===== src/rtl/cdb_arbiter.sv =====
`default_nettype none
// ============================================================================
// cdb_arbiter : one-slot-per-FU common data bus arbiter with registered output.
// CDB_ARB_RR_EN selects round-robin (default: fixed priority). Rev 1.0
// ============================================================================

package cdb_arbiter_pkg;
  typedef struct packed {
    logic        valid;
    logic [31:0] rd_v;
    logic [4:0]  rob_id;
  } cdb_entry_t;
endpackage

module cdb_arbiter
  import cdb_arbiter_pkg::*;
#(
  parameter  int NUM_REQ = 5,
  localparam int IDX_W   = (NUM_REQ > 1) ? $clog2(NUM_REQ) : 1
) (
  input  logic                     clk,
  input  logic                     rst_n,
  input  logic                     flush,
  input  logic [NUM_REQ-1:0]       req_valid,
  input  logic [NUM_REQ-1:0][31:0] req_rd_v,
  input  logic [NUM_REQ-1:0][4:0]  req_rob_id,
  output logic [NUM_REQ-1:0]       req_ready,
  output cdb_entry_t               cdb,
  output logic [IDX_W-1:0]         grant_idx
);

  logic [NUM_REQ-1:0]       slot_valid_q, slot_valid_d;
  logic [NUM_REQ-1:0][31:0] slot_rd_v_q, slot_rd_v_d;
  logic [NUM_REQ-1:0][4:0]  slot_rob_id_q, slot_rob_id_d;
  cdb_entry_t               cdb_q, cdb_d;
  logic [IDX_W-1:0]         grant_idx_q, grant_idx_d;

  logic                     grant_any;
  logic [IDX_W-1:0]         grant_sel;
  logic [NUM_REQ-1:0]       grant;

`ifdef CDB_ARB_RR_EN
  logic [IDX_W-1:0] ptr_q, ptr_d;

  // Search begins at the pointer and wraps, so the last winner has lowest priority.
  always_comb begin
    int idx;
    grant_any = 1'b0;
    grant_sel = '0;
    idx       = 0;
    for (int k = 0; k < NUM_REQ; k++) begin
      idx = (int'(ptr_q) + k) % NUM_REQ;
      if (!grant_any && slot_valid_q[IDX_W'(idx)]) begin
        grant_any = 1'b1;
        grant_sel = IDX_W'(idx);
      end
    end
  end

  always_comb begin
    ptr_d = ptr_q;
    if (!flush && grant_any) begin
      ptr_d = (grant_sel == IDX_W'(NUM_REQ - 1)) ? '0 : grant_sel + IDX_W'(1);
    end
  end

  always_ff @(posedge clk or negedge rst_n) begin
    if (!rst_n) begin
      ptr_q <= '0;
    end else begin
      ptr_q <= ptr_d;
    end
  end
`else
  always_comb begin
    grant_any = 1'b0;
    grant_sel = '0;
    for (int k = NUM_REQ - 1; k >= 0; k--) begin
      if (slot_valid_q[IDX_W'(k)]) begin
        grant_any = 1'b1;
        grant_sel = IDX_W'(k);
      end
    end
  end
`endif

  always_comb begin
    grant = '0;
    if (grant_any) begin
      grant[grant_sel] = 1'b1;
    end
  end

  // A granted slot empties at this edge, so it can take a new result at once.
  assign req_ready = {NUM_REQ{!flush}} & (~slot_valid_q | grant);

  always_comb begin
    slot_valid_d  = slot_valid_q;
    slot_rd_v_d   = slot_rd_v_q;
    slot_rob_id_d = slot_rob_id_q;
    cdb_d         = '0;
    grant_idx_d   = '0;
    if (flush) begin
      slot_valid_d = '0;
    end else begin
      if (grant_any) begin
        cdb_d.valid  = 1'b1;
        cdb_d.rd_v   = slot_rd_v_q[grant_sel];
        cdb_d.rob_id = slot_rob_id_q[grant_sel];
        grant_idx_d  = grant_sel;
      end
      for (int i = 0; i < NUM_REQ; i++) begin
        if (req_valid[i] && req_ready[i]) begin
          slot_valid_d[i]  = 1'b1;
          slot_rd_v_d[i]   = req_rd_v[i];
          slot_rob_id_d[i] = req_rob_id[i];
        end else if (grant[i]) begin
          slot_valid_d[i] = 1'b0;
        end
      end
    end
  end

  always_ff @(posedge clk or negedge rst_n) begin
    if (!rst_n) begin
      slot_valid_q  <= '0;
      slot_rd_v_q   <= '0;
      slot_rob_id_q <= '0;
      cdb_q         <= '0;
      grant_idx_q   <= '0;
    end else begin
      slot_valid_q  <= slot_valid_d;
      slot_rd_v_q   <= slot_rd_v_d;
      slot_rob_id_q <= slot_rob_id_d;
      cdb_q         <= cdb_d;
      grant_idx_q   <= grant_idx_d;
    end
  end

  assign cdb       = cdb_q;
  assign grant_idx = grant_idx_q;

endmodule

`default_nettype wire


===== config.mk =====
export PLATFORM = sky130hd
export DESIGN_NAME = cdb_arbiter
export DESIGN_NICKNAME = d
export VERILOG_FILES = /design/src/rtl/cdb_arbiter.sv
export SDC_FILE = /design/constraint.sdc
export NUM_CORES = 1
export LEC_CHECK = 0
export ABC_CLOCK_PERIOD_IN_PS = 3300
export CORE_UTILIZATION = 52
export CTS_CLUSTER_SIZE = 30
export DETAILED_ROUTE_END_ITERATION = 8
export GPL_TIMING_DRIVEN = 0
export PLACE_DENSITY = 0.94
export SLEW_MARGIN = 10
export SYNTH_ARGS = -nofsm -noshare
export SYNTH_HDL_FRONTEND = slang
export SYNTH_SLANG_ARGS = --single-unit

===== constraint.sdc =====
create_clock -name clk -period 3.3 [get_ports clk]
set_clock_uncertainty 0.15 [all_clocks]
set_input_delay 0.33 -clock clk [delete_from_list [all_inputs] [get_ports clk]]
set_output_delay 0.33 -clock clk [all_outputs]
set_load 0.01 [all_outputs]

==> Word-level counts from Yosys, hierarchy flattened <==
Index checks and enable logic that the tools add are counted.
{ "word_totals": {"input_bits": 193, "regBits": 231, "out_inout_bits": 46} }
{ "classes": {"n_reduce_logical": 17, "order_cmp": 2, "muxes": 30, "bitwise_logic": 4} }
{ "op_table": {"columns": ["op", "n"], "rows": [
  ["binary-select mux 32 bit (select 3 bit)", 1],
  ["two-way mux 38 bit", 2],
  ["two-way mux 32 bit", 1],
  ["two-way mux 3 bit", 6],
  ["binary-select mux 5 bit (select 3 bit)", 1],
  ["two-way mux 1 bit", 15],
  ["two-way mux 5 bit", 3],
  ["nonzero test 3 bit", 5],
  ["AND reduction 2 bit", 5],
  ["logical AND 1 bit", 6],
  ["bitwise AND 5 bit", 1],
  ["inverter 5 bit", 1],
  ["OR 5 bit", 1],
  ["< comparator 3 x 4 -> 1 bit, second input constant", 1],
  ["demux 1 bit (select 3 bit)", 1],
  [">= comparator 3 x 1 -> 1 bit, second input constant", 1],
  ["zero test 1 bit", 1],
  ["inverter 1 bit", 1]
]} }

==> Longest topological paths before layout <==
{ "logic_depth": {"word_depth": 14, "depth_mapped": 6, "mapped_depth_nobuf": 3} }

==> Worst setup path before layout <==
Ideal clock, no wire load.
{ "synth_timing": {"kind": "flip-flop to flip-flop", "from": "register slot_valid_q[0]", "to": "register slot_rd_v_q[100] in the netlist's numbering", "period_less_slack_ps": 1967, "path_stages_with_launch": 7, "setup_time_ps": 125, "arrival_ps": 1692, "required_time_ps": 3025, "path_slack_ps": 1333, "path_buffers": 3, "cell_sequence": "dfrtp_1 buf_4 o31a_1 or3b_1 buf_6 buf_6 mux2_4"} }
{ "synth_via": {"elab_chain_len": 10} }
{ "synth_rtl": {"columns": ["element", "line_no", "rtl"], "rows": [
  ["from (decl)", "32", "logic [NUM_REQ-1:0] slot_valid_q, slot_valid_d;"],
  ["from (signal assigned)", "132", "slot_valid_q <= slot_valid_d;"],
  ["two-way mux 3 bit", "79", "if (slot_valid_q[IDX_W'(k)]) begin"],
  ["< comparator 3 x 4 -> 1 bit (implied by the code) / >= comparator 3 x 1 -> 1 bit (equally long branches)", "90", "grant[grant_sel] = 1'b1;"],
  ["logical AND 1 bit (implied by the code)", "90", null],
  ["two-way mux 1 bit (implied by the code)", "90", null],
  ["demux 1 bit (select 3 bit)", "90", null],
  ["two-way mux 5 bit *", "89", "if (grant_any) begin"],
  ["OR 5 bit *", "95", "assign req_ready = {NUM_REQ{!flush}} & (~slot_valid_q | grant);"],
  ["bitwise AND 5 bit *", "95", null],
  ["logical AND 1 bit *", "113", "if (req_valid[i] && req_ready[i]) begin"],
  ["AND reduction 2 bit (no source line) *", null, null],
  ["to (signal assigned)", "133", "slot_rd_v_q <= slot_rd_v_d;"],
  ["to (decl)", "33", "logic [NUM_REQ-1:0][31:0] slot_rd_v_q, slot_rd_v_d;"]
]} }
Every way passes the cells marked *; elsewhere a longest branch is shown, timed or not.
A chain may end at the register's enable or synchronous reset.

==> Final worst setup path <==
{ "layout_timing": {"from": "input flush", "to": "output req_ready[3]"} }
{ "layout_via": {"elab_chain_len": 2} }
{ "layout_rtl": {"columns": ["element", "line_no", "rtl"], "rows": [
  ["from (decl)", "23", "input logic flush,"],
  ["zero test 1 bit", "95", null],
  ["bitwise AND 5 bit", "95", null],
  ["to (decl)", "27", "output logic [NUM_REQ-1:0] req_ready,"]
]} }
No other way between the ends.

==> summary.md <==
| Metric | Value |
|---|---|
| Clock latency on the worst-skew pair | 0.43 ns |
| CP required | 2.82 ns |
| GRT Overall Usage | 0.298 |
| First-pass GRT wire length | 36.4 mm |
| Initial Util | 0.531 |
| TritonRoute pass-1 iters | 6 |
| Peak supply drop | 0.391 mV |
| Setup bufs post-CTS | 0 |
| Routed wire length | 23.9 mm |
| Share of layout cells above drive strength 1 | 0.244 |
| Mapped Cells | 630 |
| DRC Markers | 0 |
| Crit end category | output port |
| Adder-Cell Fraction of Synth Area | 0 |
| Syn Std Cell Area | 8410 um2 |
| Measured slew at the worst slew-check pin | 0.769 ns |
| Routability cong. | 0.830 |
| Clock transition at path regs | 0.07 ns |
| FMAX | 0.333 GHz |
| Yosys cell types | 27 |
| Antenna violations before repair | 0 |
| # H-tree levels | 4 |
| WL per Instance | 22.1 um |
| Final #Nets | 1044 |
| Compound-Gate Fraction of Synth Area | 0.115 |
| Setup CP Type | primary input to output port |
| Syn-to-layout area delta | 34.3% |
| Port bufs | 200 |
| Hold Fails Final Rpt | 0 |
| Vias in the first global route | 6667 |
| Largest family of logic cells by synthesized area | multiplexers |
| Via count | 6408 |
| Leak pwr | 0.00480 uW |
| Post-Synth XOR/XNOR Area | 0 |
| HP Class | primary input to register |
| Detailed Route Iter0 Violations | 582 |
| Register area share after synthesis | 0.574 |
| Row count | 46 |
| Min Clock Period, post-route | 3.00 ns |
| Total negative slack | 0 ns |
| Unrepaired setup endpoints after global routing | false |
| Die W | 129 um |
| Die H | 129 um |
| Full die area | 16700 um2 |
| Post-synthesis mux area share | 0.197 |
| Slew Viols, Final | 0 |
| Startpoint types | primary input |
| Fill count | 1047 |
| Ys Warns | 0 |
| Clk buf depth | 2 |
| Final ANT Viol Nets | 0 |
| Crit path max fanout | 10 |
| Mapped Nets | 823 |
| Max_slew headroom | 0.488 |
| HPWL after DPL | 16.4 mm |
| Final core utilization | 0.714 |
| Number of max-cap violations | 0 |
| CP Buf/Inv Count | 4 |
| Clock root buffer master | clkbuf_16 |
| Syn avg cell area | 13.3 um2 |
| CORE AREA | 15800 um2 |
| Number of buffers created by CTS | 17 |
| #FFs+latches synth | 193 |
| Post-CTS Resized | 0 |
| Worst path slowest cell | clkdlybuf4s50_1 |
| Tcrit/Tclk final | 0.910 |
| Post-Synth Simple-Gate Area | 0.0777 |
| Num ports | 239 |
| Via density | 5.93 |
| Critical Path AT | 2.52 ns |
| Largest net degree at the start of global routing | 102 |
| Final setup violation count | 0 |
| Gr ovfl total | 0 |
| Max incr delay on CP | 0.57 ns |
| ANT cells | 0 |
| CTS tree | built |
| Status | complete, no violations |
| Clock sink count | 193 |
| Cell breakdown of the critical path | clkdlybuf4s50_1 -> clkbuf_1 -> clkbuf_1 -> nor2_1 -> clkdlybuf4s50_1 |
| Pwr Density | 546 nW/um2 |
| Crit path max-delay family | buffers and inverters |
## area by class of cell
type / count / area, um2 / area share
inverter: 15 / 56.3 / 0.00499
multi-input combinational: 369 / 3280 / 0.290
buffer: 53 / 248 / 0.0219
tap: 216 / 270 / 0.0239
clock buffer: 19 / 433 / 0.0383
timing repair buffer: 202 / 2040 / 0.181
sequential: 193 / 4830 / 0.428
clock inverter: 13 / 138 / 0.0122
## tightest hold or removal path, cell delays in order
cell	delay, ns
clkdlybuf4s50_1	0.39
nand2_1	0.05
o21ai_0	0.07
## synthesized netlist by cell type
cell type  count  area share
buf_4          2      0.0018
a222oi_1      26       0.031
nor2b_1        2      0.0015
nor4_1         1     0.00074
inv_1         15      0.0067
conb_1         1     0.00045
o21ai_0       12      0.0071
nor2_1         8      0.0036
nor4b_4        1      0.0028
buf_2          9      0.0054
nand2_1       12      0.0054
a22oi_1       11      0.0098
o31a_1         1      0.0010
a21o_1        26       0.023
nand3_1        1     0.00059
mux2_2       107        0.14
nand3b_1      37       0.033
and2_1         1     0.00074
nor3_1         2      0.0012
mux2_4        30       0.054
or3b_2        26       0.027
or3b_1         1      0.0010
a21oi_1       52       0.031
buf_6          4      0.0054
a22o_1        11       0.011
clkbuf_1      38       0.017
dfrtp_1      193        0.57
## per-layer routing
metal,share of wire,wire [um],track usage
met5,0,0,0
met4,0.033,782,0.134
met3,0.071,1690,0.0595
met2,0.51,12100,0.513
met1,0.39,9280,0.365
## cell usage in the layout (no fill, tap or decap), types with 2 or more instances in the layout
cell type        netlist  final
clkdlybuf4s50_1        0    199
clkinv_2               0      4
or3b_2                26     26
inv_1                 15     15
inv_6                  0      2
buf_2                  9      9
a21oi_1               52     52
clkinv_4               0      2
nor2_1                 8      8
a22oi_1               11     11
buf_6                  4      4
dfrtp_1              193    193
nand2_1               12     12
nand3b_1              37     37
clkinvlp_4             0      3
mux2_2               107    107
nor3_1                 2      2
bufinv_16              0      2
o21ai_0               12     12
mux2_4                30     30
clkbuf_16              0     17
a21o_1                26     26
a222oi_1              26     26
clkbuf_1              38     40
buf_4                  2      2
nor2b_1                2      2
a22o_1                11     11
## registers in the layout, summed over array words and instances (netlist names)
signal	flops
slot_valid_q	5
slot_rob_id_q	20
grant_idx	2
slot_rd_v_q	128
cdb	38
## logic make-up after synthesis
family	count (synthesis)
AOI/OAI and AO/OA	139
buffers and inverters	68
DFF	193
muxes	137
other	1
and+or+nand+nor	92
## through the flow
| stage | hold WS, ns | worst slack, ns | cells | area, um2 | power [uW] |
|---|---|---|---|---|---|
| 6_report | 0.309 | 0.296 | 1080 | 11300 | 6160 |
| 5_1_grt | 0.327 | 0.162 | 1080 | 11300 | 6390 |
| 4_1_cts | 0.301 | 0.274 | 1080 | 11300 | 6160 |
| 3_5_place_dp | 0.233 | 0.285 | 1047 | 10700 | 4150 |
| 3_3_place_gp | 0.332 | -5.95 | 1046 | 10700 | 4080 |
| 2_1_floorplan | -0.116 | 1.33 | 630 | 8410 | 3580 |
## worst paths after layout
| check | start | to | slack (ns) | depth (start not counted) |
|---|---|---|---|---|
| setup / recovery | flush | req_ready[3] | 0.30 | 5 |
| hold / removal | req_rob_id[2] | slot_rob_id_q[2]$_DFFE_PN0P_ | 0.31 | 3 |
| setup reg to reg | slot_valid_q[1]$_DFFE_PN0P_ | cdb[23]$_DFF_PN0_ | 0.75 | 5 |
| hold reg to reg | slot_rd_v_q[75]$_DFFE_PN0P_ | slot_rd_v_q[75]$_DFFE_PN0P_ | 0.36 | 1 |
| max in group asynchronous | rst_n | slot_rd_v_q[83]$_DFFE_PN0P_ | 1.74 | 3 |
| min in group asynchronous | rst_n | slot_rd_v_q[64]$_DFFE_PN0P_ | 0.34 | 2 |
## power breakdown
group	total (uW)	switching [uW]	leakage, uW	internal (uW)
logic	1200	476	0.00219	722
registers	2940	211	0.00233	2730
clock network	2030	909	0.000274	1120
## what timing repair did
action | in CTS | in global routing
hold buffers | 1 | 0
setup endpoints to repair | 0 | 0
endpoints found under the hold margin | 92 | 0
Note: power is estimated with default switching activity, not from simulation.
